<file path="src/rtl/vga_timing_gen.sv">
// VGA raster timing generator: pixel-clock divider, column/row counters,
// and registered sync/blank/strobe decodes aligned with the counters.
module vga_timing_gen #(
  parameter int unsigned H_ACTIVE = 640,
  parameter int unsigned H_FRONT  = 16,
  parameter int unsigned H_SYNC   = 96,
  parameter int unsigned H_BACK   = 48,
  parameter int unsigned V_ACTIVE = 480,
  parameter int unsigned V_FRONT  = 10,
  parameter int unsigned V_SYNC   = 2,
  parameter int unsigned V_BACK   = 33,
  parameter bit          H_POL    = 1'b0,
  parameter bit          V_POL    = 1'b0,
  parameter int unsigned CLK_DIV  = 2,
  parameter int unsigned CW       = 10
) (
  input  logic          clk,
  input  logic          rst,
  input  logic          en,
  output logic          pix_en,
  output logic          hsync,
  output logic          vsync,
  output logic          video_on,
  output logic [CW-1:0] px_x,
  output logic [CW-1:0] px_y,
  output logic          line_start,
  output logic          frame_start,
  output logic [15:0]   frame_cnt
);

  localparam int unsigned HT = H_ACTIVE + H_FRONT + H_SYNC + H_BACK;
  localparam int unsigned VT = V_ACTIVE + V_FRONT + V_SYNC + V_BACK;
  localparam int unsigned DW = (CLK_DIV > 1) ? $clog2(CLK_DIV) : 1;

  localparam logic [DW-1:0] DIV_LAST = DW'(CLK_DIV - 1);
  localparam logic [CW-1:0] HT_LAST  = CW'(HT - 1);
  localparam logic [CW-1:0] VT_LAST  = CW'(VT - 1);
  localparam logic [CW-1:0] HS_FIRST = CW'(H_ACTIVE + H_FRONT);
  localparam logic [CW-1:0] HS_LAST  = CW'(H_ACTIVE + H_FRONT + H_SYNC - 1);
  localparam logic [CW-1:0] VS_FIRST = CW'(V_ACTIVE + V_FRONT);
  localparam logic [CW-1:0] VS_LAST  = CW'(V_ACTIVE + V_FRONT + V_SYNC - 1);
  localparam logic [CW-1:0] H_VIS    = CW'(H_ACTIVE);
  localparam logic [CW-1:0] V_VIS    = CW'(V_ACTIVE);

  logic [DW-1:0] div_q;
  logic [CW-1:0] x_q, y_q, x_next, y_next;
  logic          hsync_q, vsync_q, video_on_q, line_start_q, frame_start_q;
  logic [15:0]   frame_cnt_q;
  logic          div_last, wrap_line, wrap_frame;

  assign div_last = (div_q == DIV_LAST);
  // Strobe is combinational from the divider so it coincides with the counting edge.
  assign pix_en   = en & ~rst & div_last;

  always_comb begin
    x_next     = x_q;
    y_next     = y_q;
    wrap_line  = 1'b0;
    wrap_frame = 1'b0;
    if (pix_en) begin
      if (x_q == HT_LAST) begin
        x_next    = '0;
        wrap_line = 1'b1;
        if (y_q == VT_LAST) begin
          y_next     = '0;
          wrap_frame = 1'b1;
        end else begin
          y_next = y_q + 1'b1;
        end
      end else begin
        x_next = x_q + 1'b1;
      end
    end
  end

  // Decodes are computed from the next counter values so they land on the
  // same edge as the counters themselves.
  always_ff @(posedge clk or posedge rst) begin
    if (rst) begin
      div_q         <= '0;
      x_q           <= '0;
      y_q           <= '0;
      hsync_q       <= ~H_POL;
      vsync_q       <= ~V_POL;
      video_on_q    <= 1'b1;
      line_start_q  <= 1'b0;
      frame_start_q <= 1'b0;
      frame_cnt_q   <= '0;
    end else if (en) begin
      div_q         <= div_last ? '0 : div_q + 1'b1;
      x_q           <= x_next;
      y_q           <= y_next;
      hsync_q       <= ((x_next >= HS_FIRST) && (x_next <= HS_LAST)) ? H_POL : ~H_POL;
      vsync_q       <= ((y_next >= VS_FIRST) && (y_next <= VS_LAST)) ? V_POL : ~V_POL;
      video_on_q    <= (x_next < H_VIS) && (y_next < V_VIS);
      line_start_q  <= wrap_line;
      frame_start_q <= wrap_frame;
      if (wrap_frame) frame_cnt_q <= frame_cnt_q + 16'd1;
    end else begin
      line_start_q  <= 1'b0;
      frame_start_q <= 1'b0;
    end
  end

  assign px_x        = x_q;
  assign px_y        = y_q;
  assign hsync       = hsync_q;
  assign vsync       = vsync_q;
  assign video_on    = video_on_q;
  // Pulses are masked while frozen so a pulse cannot linger into an en=0 cycle.
  assign line_start  = line_start_q & en;
  assign frame_start = frame_start_q & en;
  assign frame_cnt   = frame_cnt_q;

endmodule

</file>
<file path="config.mk">
export PLATFORM = sky130hd
export DESIGN_NAME = vga_timing_gen
export DESIGN_NICKNAME = d
export VERILOG_FILES = /design/src/rtl/vga_timing_gen.sv
export SDC_FILE = /design/constraint.sdc
export NUM_CORES = 1
export LEC_CHECK = 0
export CAP_MARGIN = 20
export CORE_ASPECT_RATIO = 0.5
export CORE_MARGIN = 8
export CORE_UTILIZATION = 25
export CTS_CLUSTER_DIAMETER = 50
export DETAILED_ROUTE_END_ITERATION = 7
export PLACE_DENSITY_LB_ADDON = 0.08
export SYNTH_ARGS = -nofsm -noshare
export SYNTH_HDL_FRONTEND = slang
export SYNTH_SLANG_ARGS = --single-unit
</file>
<file path="constraint.sdc">
create_clock -name clk -period 2.66 [get_ports clk]
set_input_delay 0.532 -clock clk [delete_from_list [all_inputs] [get_ports clk]]
set_output_delay 0.532 -clock clk [all_outputs]
set_load 0.1 [all_outputs]
</file>
* Yosys cells after proc, flatten, opt, wreduce, memory -nomap -nowiden
Index checks and enable logic that the tools add are counted.
** Word-level totals
- Register bits after elaboration :: 42
- Input bits :: 3
- Output and inout port bits :: 42
- Word-level logic and storage cells :: 45
** Cells by class
- $add $sub $neg :: 4
- Order comparisons :: 6
- Equality and inequality tests :: 2
- Multiplexer cells :: 15
- Bitwise logic cells :: 5
- Reductions and logical operators :: 4
** Operator list (count)
- $mux W10 :: 5
- $add A10 B1 Y10 const B :: 2
- $eq A10 B10 Y1 const B :: 2
- $add A16 B1 Y16 const B :: 1
- $ge A10 B10 Y1 const B :: 1
- $ge A10 B9 Y1 const B :: 1
- $le A10 B10 Y1 const B :: 1
- $le A10 B9 Y1 const B :: 1
- $lt A10 B10 Y1 const B :: 1
- $lt A10 B9 Y1 const B :: 1
- $mux W1 :: 10
- $and A1 B1 Y1 :: 4
- $logic_and A1 B1 Y1 :: 3
- $reduce_and A2 Y1 :: 1
- $add A1 B1 Y1 const B :: 1
- $not A1 Y1 :: 1

* Logic depth before layout (Yosys ltp)
Gate-level depths: netlist of the first run.
- Depth in word-level cells :: 7
- Mapped depth :: 10
- Mapped depth without buffers :: 8

* Least setup slack after synthesis of the first run
No wires, ideal clock.
- Kind :: flip-flop to flip-flop
- Start point :: register x_q[0] (netlist: px_x[0])
- End point :: register vsync_q (netlist: vsync)
- Library setup time :: 0.083 ns
- Arrival time :: 2.773 ns
- Data required time :: 2.577 ns
- Slack :: -0.196 ns
- Cell stages (with the launch flop) :: 8
- Path buffers :: 0
- Period minus slack after synthesis :: 2.856 ns
- Cells stage by stage :: dfrtp_1 -> ha_1 -> and3_2 -> nand2_4 -> or4_4 -> a221oi_2 -> a21oi_1 -> o32a_1
** On the way
- Longest elaborated chain between the ends :: 6
- Elaborated cells between the ends (all ways) :: 7
- Those cells by class :: 2 x order compare; 1 x eq/ne; 3 x mux; 1 x reduce/logical
** RTL lines
- from (decl) :: line 46 : logic [CW-1:0] x_q, y_q, x_next, y_next;
- from (signal assigned) :: line 91 : x_q <= x_next;
- $eq A10 B10 Y1 (*) :: line 61 : if (x_q == HT_LAST) begin
- $mux W10 (*) :: line 61
- $mux W10 (*) :: line 60 : if (pix_en) begin
- $ge A10 B9 Y1 / $le A10 B9 Y1 (equally long branches) :: line 94 : vsync_q <= ((y_next >= VS_FIRST) && (y_next <= VS_LAST)) ? V_POL : ~V_POL;
- $logic_and A1 B1 Y1 (*) :: line 94
- $mux W1 (*) :: line 94
- to (signal assigned) :: line 84 : vsync_q <= ~V_POL;
- to (signal assigned) :: line 94
- to (decl) :: line 47 : logic hsync_q, vsync_q, video_on_q, line_start_q, frame_start_q;
Every way passes the cells marked *; elsewhere a longest branch is shown, timed or not.
A chain may end at the register's enable or synchronous reset.

* Final worst setup path of the first run
- Start point :: input port en
- End point :: register vsync_q (netlist: vsync)
** On the way
- Longest elaborated chain between the ends :: 6
- Elaborated cells between the ends (all ways) :: 7
- Those cells by class :: 2 x order compare; 2 x mux; 2 x bitwise; 1 x reduce/logical
** RTL lines
- from (decl) :: line 19 : input logic en,
- $and A1 B1 Y1 (2 in series) :: line 53 : assign pix_en = en & ~rst & div_last;
- $mux W10 :: line 60
- $ge A10 B9 Y1 / $le A10 B9 Y1 (equally long branches) :: line 94
- $logic_and A1 B1 Y1 :: line 94
- $mux W1 :: line 94
Several ways; a longest one is shown, not always the timed one.

==> results of run 1 <==
[how the worst max path moves through the flow]
stage | from | to | slack, ns | cells past startpoint
final | en | vsync | 0.34 | 8
after global routing | en | frame_cnt[11] | 0.22 | 8
after CTS | en | vsync | 0.33 | 8
after detailed placement | en | vsync | 0.04 | 8
after global placement | en | vsync | 0.06 | 8
after floorplan | px_x[2] | vsync | 0.03 | 6
[Yosys cell counts, drive strengths merged]
library cell  count  area [µm²]
o31ai             1       7.510
and3             10       66.31
buf               5       43.79
o211a             1       10.01
o2111ai           1       8.760
and4              6       55.05
nand2b            1       6.260
ha                4       50.05
a22o              2       17.52
xnor2            20       175.2
nand3b            1       20.02
xor2             11       96.34
inv               7       31.28
nor3              4       31.28
a211o             1       8.760
o21ai            12       60.06
nand3            14       70.07
a32o              1       10.01
and4bb            1       12.51
or3               2       13.77
and2              5       31.28
or4               1       11.26
a211oi            1       7.510
nor2             13       48.80
dfrtp            39       975.9
a221oi            1       15.01
nor4              2       27.53
nor2b             1       6.260
and2b             2       18.77
o32a              2       20.02
nand2            26       107.6
nand4             8       65.06
mux2              2       22.52
a21oi             5       25.02
clkbuf            2       10.01
dfstp             3       78.83
[layout make-up]
class                           instances  area share [%]
Tap cell                              117           4.875
Clock inverter                          2           2.000
Inverter                                7           1.042
Sequential cell                        42           35.29
Timing Repair Buffer                   53           14.67
Clock buffer                            6           4.625
Multi-Input combinational cell        162           37.50
[per-layer routing]
metal	vias to the layer above	global-route usage, %	part of all wire [%]
met5	-	0	0
met4	0	3.836	1.3
met3	7	3.680	7.1
met2	41	14.89	43
met1	865	13.07	48
li1	872	-	-
[flip-flops by register name, indices dropped and copies added (netlist names)]
| register | cells |
|---|---|
| frame_cnt | 16 |
| px_x | 10 |
| px_y | 10 |
| div_last | 1 |
| frame_start_q | 1 |
| hsync | 1 |
| line_start_q | 1 |
| video_on | 1 |
| vsync | 1 |
[cell families after synthesis]
kind of cell | after synthesis | share of synthesized area, %
fa+ha+maj | 4 | 2.209
xor+xnor | 31 | 11.98
mux | 2 | 0.9939
compound gates | 28 | 8.393
buf+inv | 14 | 3.755
flops | 42 | 46.55
simple gates | 97 | 26.12
[report_power, final]
group | switching [mW] | internal (mW)
Sequential | 0.0617 | 0.683
Combinational | 0.350 | 0.111
Clock | 0.255 | 0.564
Total | 0.667 | 1.36
[layout by cell type (no fill, tap or decap), types with 5 or more instances in the layout]
| master | netlist | layout |
|---|---|---|
| clkbuf_16 | 0 | 5 |
| nand2_1 | 24 | 24 |
| buf_4 | 0 | 48 |
| nor2_1 | 13 | 13 |
| o21ai_0 | 12 | 12 |
| dfrtp_1 | 39 | 35 |
| nand3_1 | 14 | 14 |
| xor2_1 | 11 | 11 |
| xnor2_1 | 20 | 20 |
| inv_1 | 5 | 5 |
| nand4_1 | 7 | 7 |
| a21oi_1 | 5 | 5 |
| and3_1 | 7 | 7 |
[stage by stage]
stage               power (mW)  setup slack [ns]  std cells
detailed placement       1.223           0.03866        381
floorplan                1.113           0.02911        218
global placement         1.225           0.05626        381
CTS                      2.058            0.3329        389
global route             2.121            0.2225        389
finish                   2.025            0.3396        389
[critical path, cell delays in order]
cell and delay [ns]:
clkdlybuf4s50_1 0.53, nand3b_4 0.14, inv_6 0.09, nand2_4 0.08, or4_4 0.53, a221oi_2 0.24, a21oi_1 0.06, o32a_1 0.33
==> results.py, run 1 <==
metrics = {
    "outcome": {
        "status": "finished clean",
    },
    "timing": {
        "period_minus_slack_ns": 2.320,
        "worst_pin_slew_ns": 0.5714,
        "hold_viol_final": 0,
        "slew_headroom_pct": 61.91,
        "slew_viol_final": 0,
        "hold_ws_ns": 0.4783,
        "rsz0062_at_grt": "false",
        "fin_crit_sh_pct": 87.23,
        "setup_viol": 0,
        "fmax_mhz": 431.0,
        "tns_ns": 0,
        "fin_skew_ns": 0.004591,
    },
    "synth": {
        "synth_area_mm2": 0.002266,
        "yosys_warnings": 0,
        "syn_avg_cell_area_um2": 10.39,
        "synth_seq_cells": 42,
        "yosysSeqAreaShare_pct": 46.55,
        "synth_cell_type_count": 49,
        "postSynthCellCount": 218,
        "syn_nets": 225,
    },
    "cells_and_area": {
        "final_nets": 278,
        "nFillCells": 923,
        "syn_to_final_growth_pct": 32.52,
        "regArea_mm2": 0.001060,
        "final_cell_area_mm2": 0.003003,
        "drive_gt1_share_pct": 31.99,
        "n_antenna_cell": 0,
        "fin_util_pct": 34.25,
        "multi_input_area_mm2": 0.001126,
    },
    "cts": {
        "clock-sinks": 42,
        "cts_root_buf": "clkbuf_16",
        "clock_latency_ns": 0.29,
        "cts_tree": "built",
        "cts_setup_buffers": 0,
        "cts_buffer_depth": 2,
        "clkSlewWorstSetupHoldPaths_ns": 0.06,
        "cts_buffers": 5,
        "cts_htree_levels": 2,
        "cts_resized": 0,
        "cts_hold_buf": 0,
    },
    "global_route": {
        "grt_max_degree": 43,
        "gr-usage-all-layers_pct": 10.07,
        "antenna_found_initial": 0,
        "grt_pass1_wl_mm": 10.07,
        "grt_remaining_overflow": 0,
        "first_global_vias": 1922,
    },
    "setup_path": {
        "required_ns": 2.87,
        "startpoint_type": "primary input",
        "ff2ff_path_depth": 7,
        "path_class": "primary input to register",
        "r2r-start": "px_x[0]",
        "rrSetupSlack_ns": 0.39,
        "r2r_end": "vsync",
        "path_max_fanout": 7,
        "worst_setup_path_end_kind": "register",
        "cp.arrival_ns": 2.53,
    },
    "place": {
        "place_hpwl_mm": 4.350,
        "dpl-instance-area_mm2": 0.002804,
        "portBuffers": 44,
        "gp_congestion": 0.8026,
    },
    "routing": {
        "routed_wl_mm": 5.849,
        "dr_total_vias": 1785,
        "drc": 0,
        "post_drt_wl_per_cell_um": 15.04,
        "via_per_inst": 4.589,
        "ant_nets": 0,
        "drtIter0Drc": 74,
        "firstDrtPassIters": 4,
    },
    "hold_path": {
        "min_path_type": "register to register",
        "hold_start": "frame_cnt[15]",
        "hold_depth": 1,
        "hold_end": "frame_cnt[15]",
    },
    "die": {
        "fp.dieH_um": 83.32,
        "rows": 24,
        "die-area_mm2": 0.01255,
        "start_util_pct": 25.84,
        "io_pins": 45,
        "core_mm2": 0.008768,
        "die_x_um": 150.6,
    },
    "power": {
        "leakage_nw": 1.440,
        "cellPowerDensity_mw_per_mm2": 674.2,
        "ir_worst_vdd_mv": 0.8385,
    },
    "job": {
        "drv_cap": 0,
    },
}
(Power assumes the default switching activity.)
==> run 2: changes to the inputs <==
CTS_BUF_LIST = sky130_fd_sc_hd__clkbuf_2   (was unset)
SKIP_LAST_GASP = 1   (was unset)
==> run 2 against run 1 <==
Against the previous run:
- global-route usage fell by 0.081 points
- count of clock-buffer cells in the layout fell by 1
- clock power fell by 42%
- combinational power barely moved
- core utilization fell by 1.3 points
- worst hold slack improved by 0.018 ns
- cell count did not move
- non-clock buffer count did not move
- final area fell by 3.7%
- flip-flop and latch count did not move
- die area did not move
- wire length rose by 0.14%
==> results.py, run 2 (synthesis results as in run 1) <==
metrics = {
    "routing": {
        "via_per_inst": 4.609,
        "firstDrtPassIters": 4,
        "routed_wl_mm": 5.857,
        "post_drt_wl_per_cell_um": 15.06,
        "dr_total_vias": 1793,
        "drtIter0Drc": 69,
        "ant_nets": 0,
        "drc": 0,
    },
    "die": {
        "core_mm2": 0.008768,
        "rows": 24,
        "io_pins": 45,
        "start_util_pct": 25.84,
        "fp.dieH_um": 83.32,
        "die_x_um": 150.6,
        "die-area_mm2": 0.01255,
    },
    "setup_path": {
        "startpoint_type": "register",
        "path_class": "register to register",
        "slowest_stage": "or4_4",
        "crit_path_cell_trace": "ha_1 -> and3_2 -> nand2_4 -> or4_4 -> a221oi_2 -> a21oi_1 -> o32a_1",
        "ff2ff_path_depth": 7,
        "worst_setup_path_end_kind": "register",
        "startpoint": "px_x[0]",
        "path_max_fanout": 7,
        "required_ns": 3.03,
        "rrSetupSlack_ns": 0.38,
        "r2r_end": "vsync",
        "cp.arrival_ns": 2.66,
        "r2r-start": "px_x[0]",
        "max_stage_delay_ns": 0.53,
    },
    "timing": {
        "slew_viol_final": 0,
        "hold_ws_ns": 0.4961,
        "period_minus_slack_ns": 2.283,
        "worst_slack_ns": 0.3773,
        "rsz0062_at_grt": "false",
        "setup_viol": 0,
        "tns_ns": 0,
        "fin_skew_ns": 0.02440,
        "fin_crit_sh_pct": 85.81,
        "hold_viol_final": 0,
        "fmax_mhz": 438.1,
        "worst_pin_slew_ns": 0.5728,
        "slew_headroom_pct": 61.81,
    },
    "place": {
        "dpl_worst_slack_ns": 0.03866,
        "gp_congestion": 0.8026,
        "place_hpwl_mm": 4.350,
        "dp_cells": 381,
        "dpl-instance-area_mm2": 0.002804,
        "portBuffers": 44,
    },
    "cells_and_area": {
        "multi_input_area_mm2": 0.001126,
        "syn_to_final_growth_pct": 27.66,
        "fin_util_pct": 32.99,
        "drive_gt1_share_pct": 31.62,
        "nFillCells": 939,
        "instances_no_fill": 389,
        "largest_reg_flops": 16,
        "mostFrequentLayoutCell": "buf_4",
        "regArea_mm2": 0.001060,
        "layout_common_cells": "buf_4, dfrtp_1, nand2_1",
        "n_antenna_cell": 0,
        "final_cell_area_mm2": 0.002893,
        "final_nets": 278,
    },
    "hold_path": {
        "hold_end": "frame_cnt[15]",
        "hold_depth": 1,
        "min_path_type": "register to register",
        "hold_start": "frame_cnt[15]",
    },
    "cts": {
        "cts_setup_buffers": 0,
        "cts_buffers": 5,
        "clock_latency_ns": 0.43,
        "cts_hold_buf": 0,
        "cts_root_buf": "clkbuf_2",
        "clock-sinks": 42,
        "clkSlewWorstSetupHoldPaths_ns": 0.23,
        "cts_buffer_depth": 2,
        "cts_htree_levels": 2,
        "cts_tree": "built",
        "cts_resized": 0,
    },
    "global_route": {
        "grt_remaining_overflow": 0,
        "first_global_vias": 1924,
        "gr-usage-all-layers_pct": 9.991,
        "grt_pass1_wl_mm": 10.04,
        "grt_max_degree": 43,
        "antenna_found_initial": 0,
    },
    "power": {
        "cellPowerDensity_mw_per_mm2": 580.2,
        "clkPwrFrac_pct": 28.2,
        "power.switching_uw": 634.7,
        "ir_worst_vdd_mv": 0.8376,
        "comb_power_share_pct": 27.5,
        "pwr-share-seq_pct": 44.3,
        "leakage_nw": 1.394,
        "p_int_mw": 1.044,
        "netSwitchingFraction_pct": 37.81,
        "power.total_mw": 1.679,
    },
    "outcome": {
        "status": "finished clean",
    },
    "job": {
        "drv_cap": 0,
    },
}
[run 2: changes by cell type in the layout (fill, tap and decap cells not counted), sizes merged]
| cell | before | now |
|---|---|---|
| clkinv | 0 | 1 |
| clkbuf | 6 | 5 |
[run 2: worst max-delay path, delay by kind of cell, from the launching register on]
kind | cells | cell delay (ns)
simple gates | 3 | 0.87
flops | 1 | 0.46
fa+ha+maj | 1 | 0.28
compound gates | 3 | 0.63
[run 2: per-layer routing]
metal / track usage (%) / vias up / wire [µm]
met4: 3.568 / 0 / 93
met1: 12.87 / 867 / 2826
met2: 14.97 / 41 / 2535
li1: - / 876 / -
met5: 0 / - / 0
met3: 3.680 / 9 / 402
[run 2: cell type report]
| class | count | area share [%] |
|---|---|---|
| repair buffers | 53 | 15.22 |
| flip-flops and latches | 42 | 36.64 |
| clock buffers | 5 | 0.8651 |
| multi-input cells | 162 | 38.93 |
| inverters | 7 | 1.081 |
| well taps | 117 | 5.061 |
| clock inverters | 3 | 2.206 |
[run 2: how the worst max path moves through the flow]
| stage | endpoint | slack (ns) | cells after the start |
|---|---|---|---|
| after detailed placement | vsync | 0.04 | 8 |
| final | vsync | 0.38 | 7 |
| after floorplan | vsync | 0.03 | 6 |
| after global routing | frame_cnt[11] | 0.23 | 7 |
| after CTS | vsync | 0.36 | 7 |
| after global placement | vsync | 0.06 | 8 |
[run 2: power groups by stage]
stage / sequential [mW] / clock (mW) / combinational, mW
after floorplan: 0.972 / 0 / 0.141
after global routing: 0.757 / 0.524 / 0.487
final: 0.744 / 0.473 / 0.461
after global placement: 0.758 / 0 / 0.467
after CTS: 0.745 / 0.498 / 0.468
after detailed placement: 0.756 / 0 / 0.466
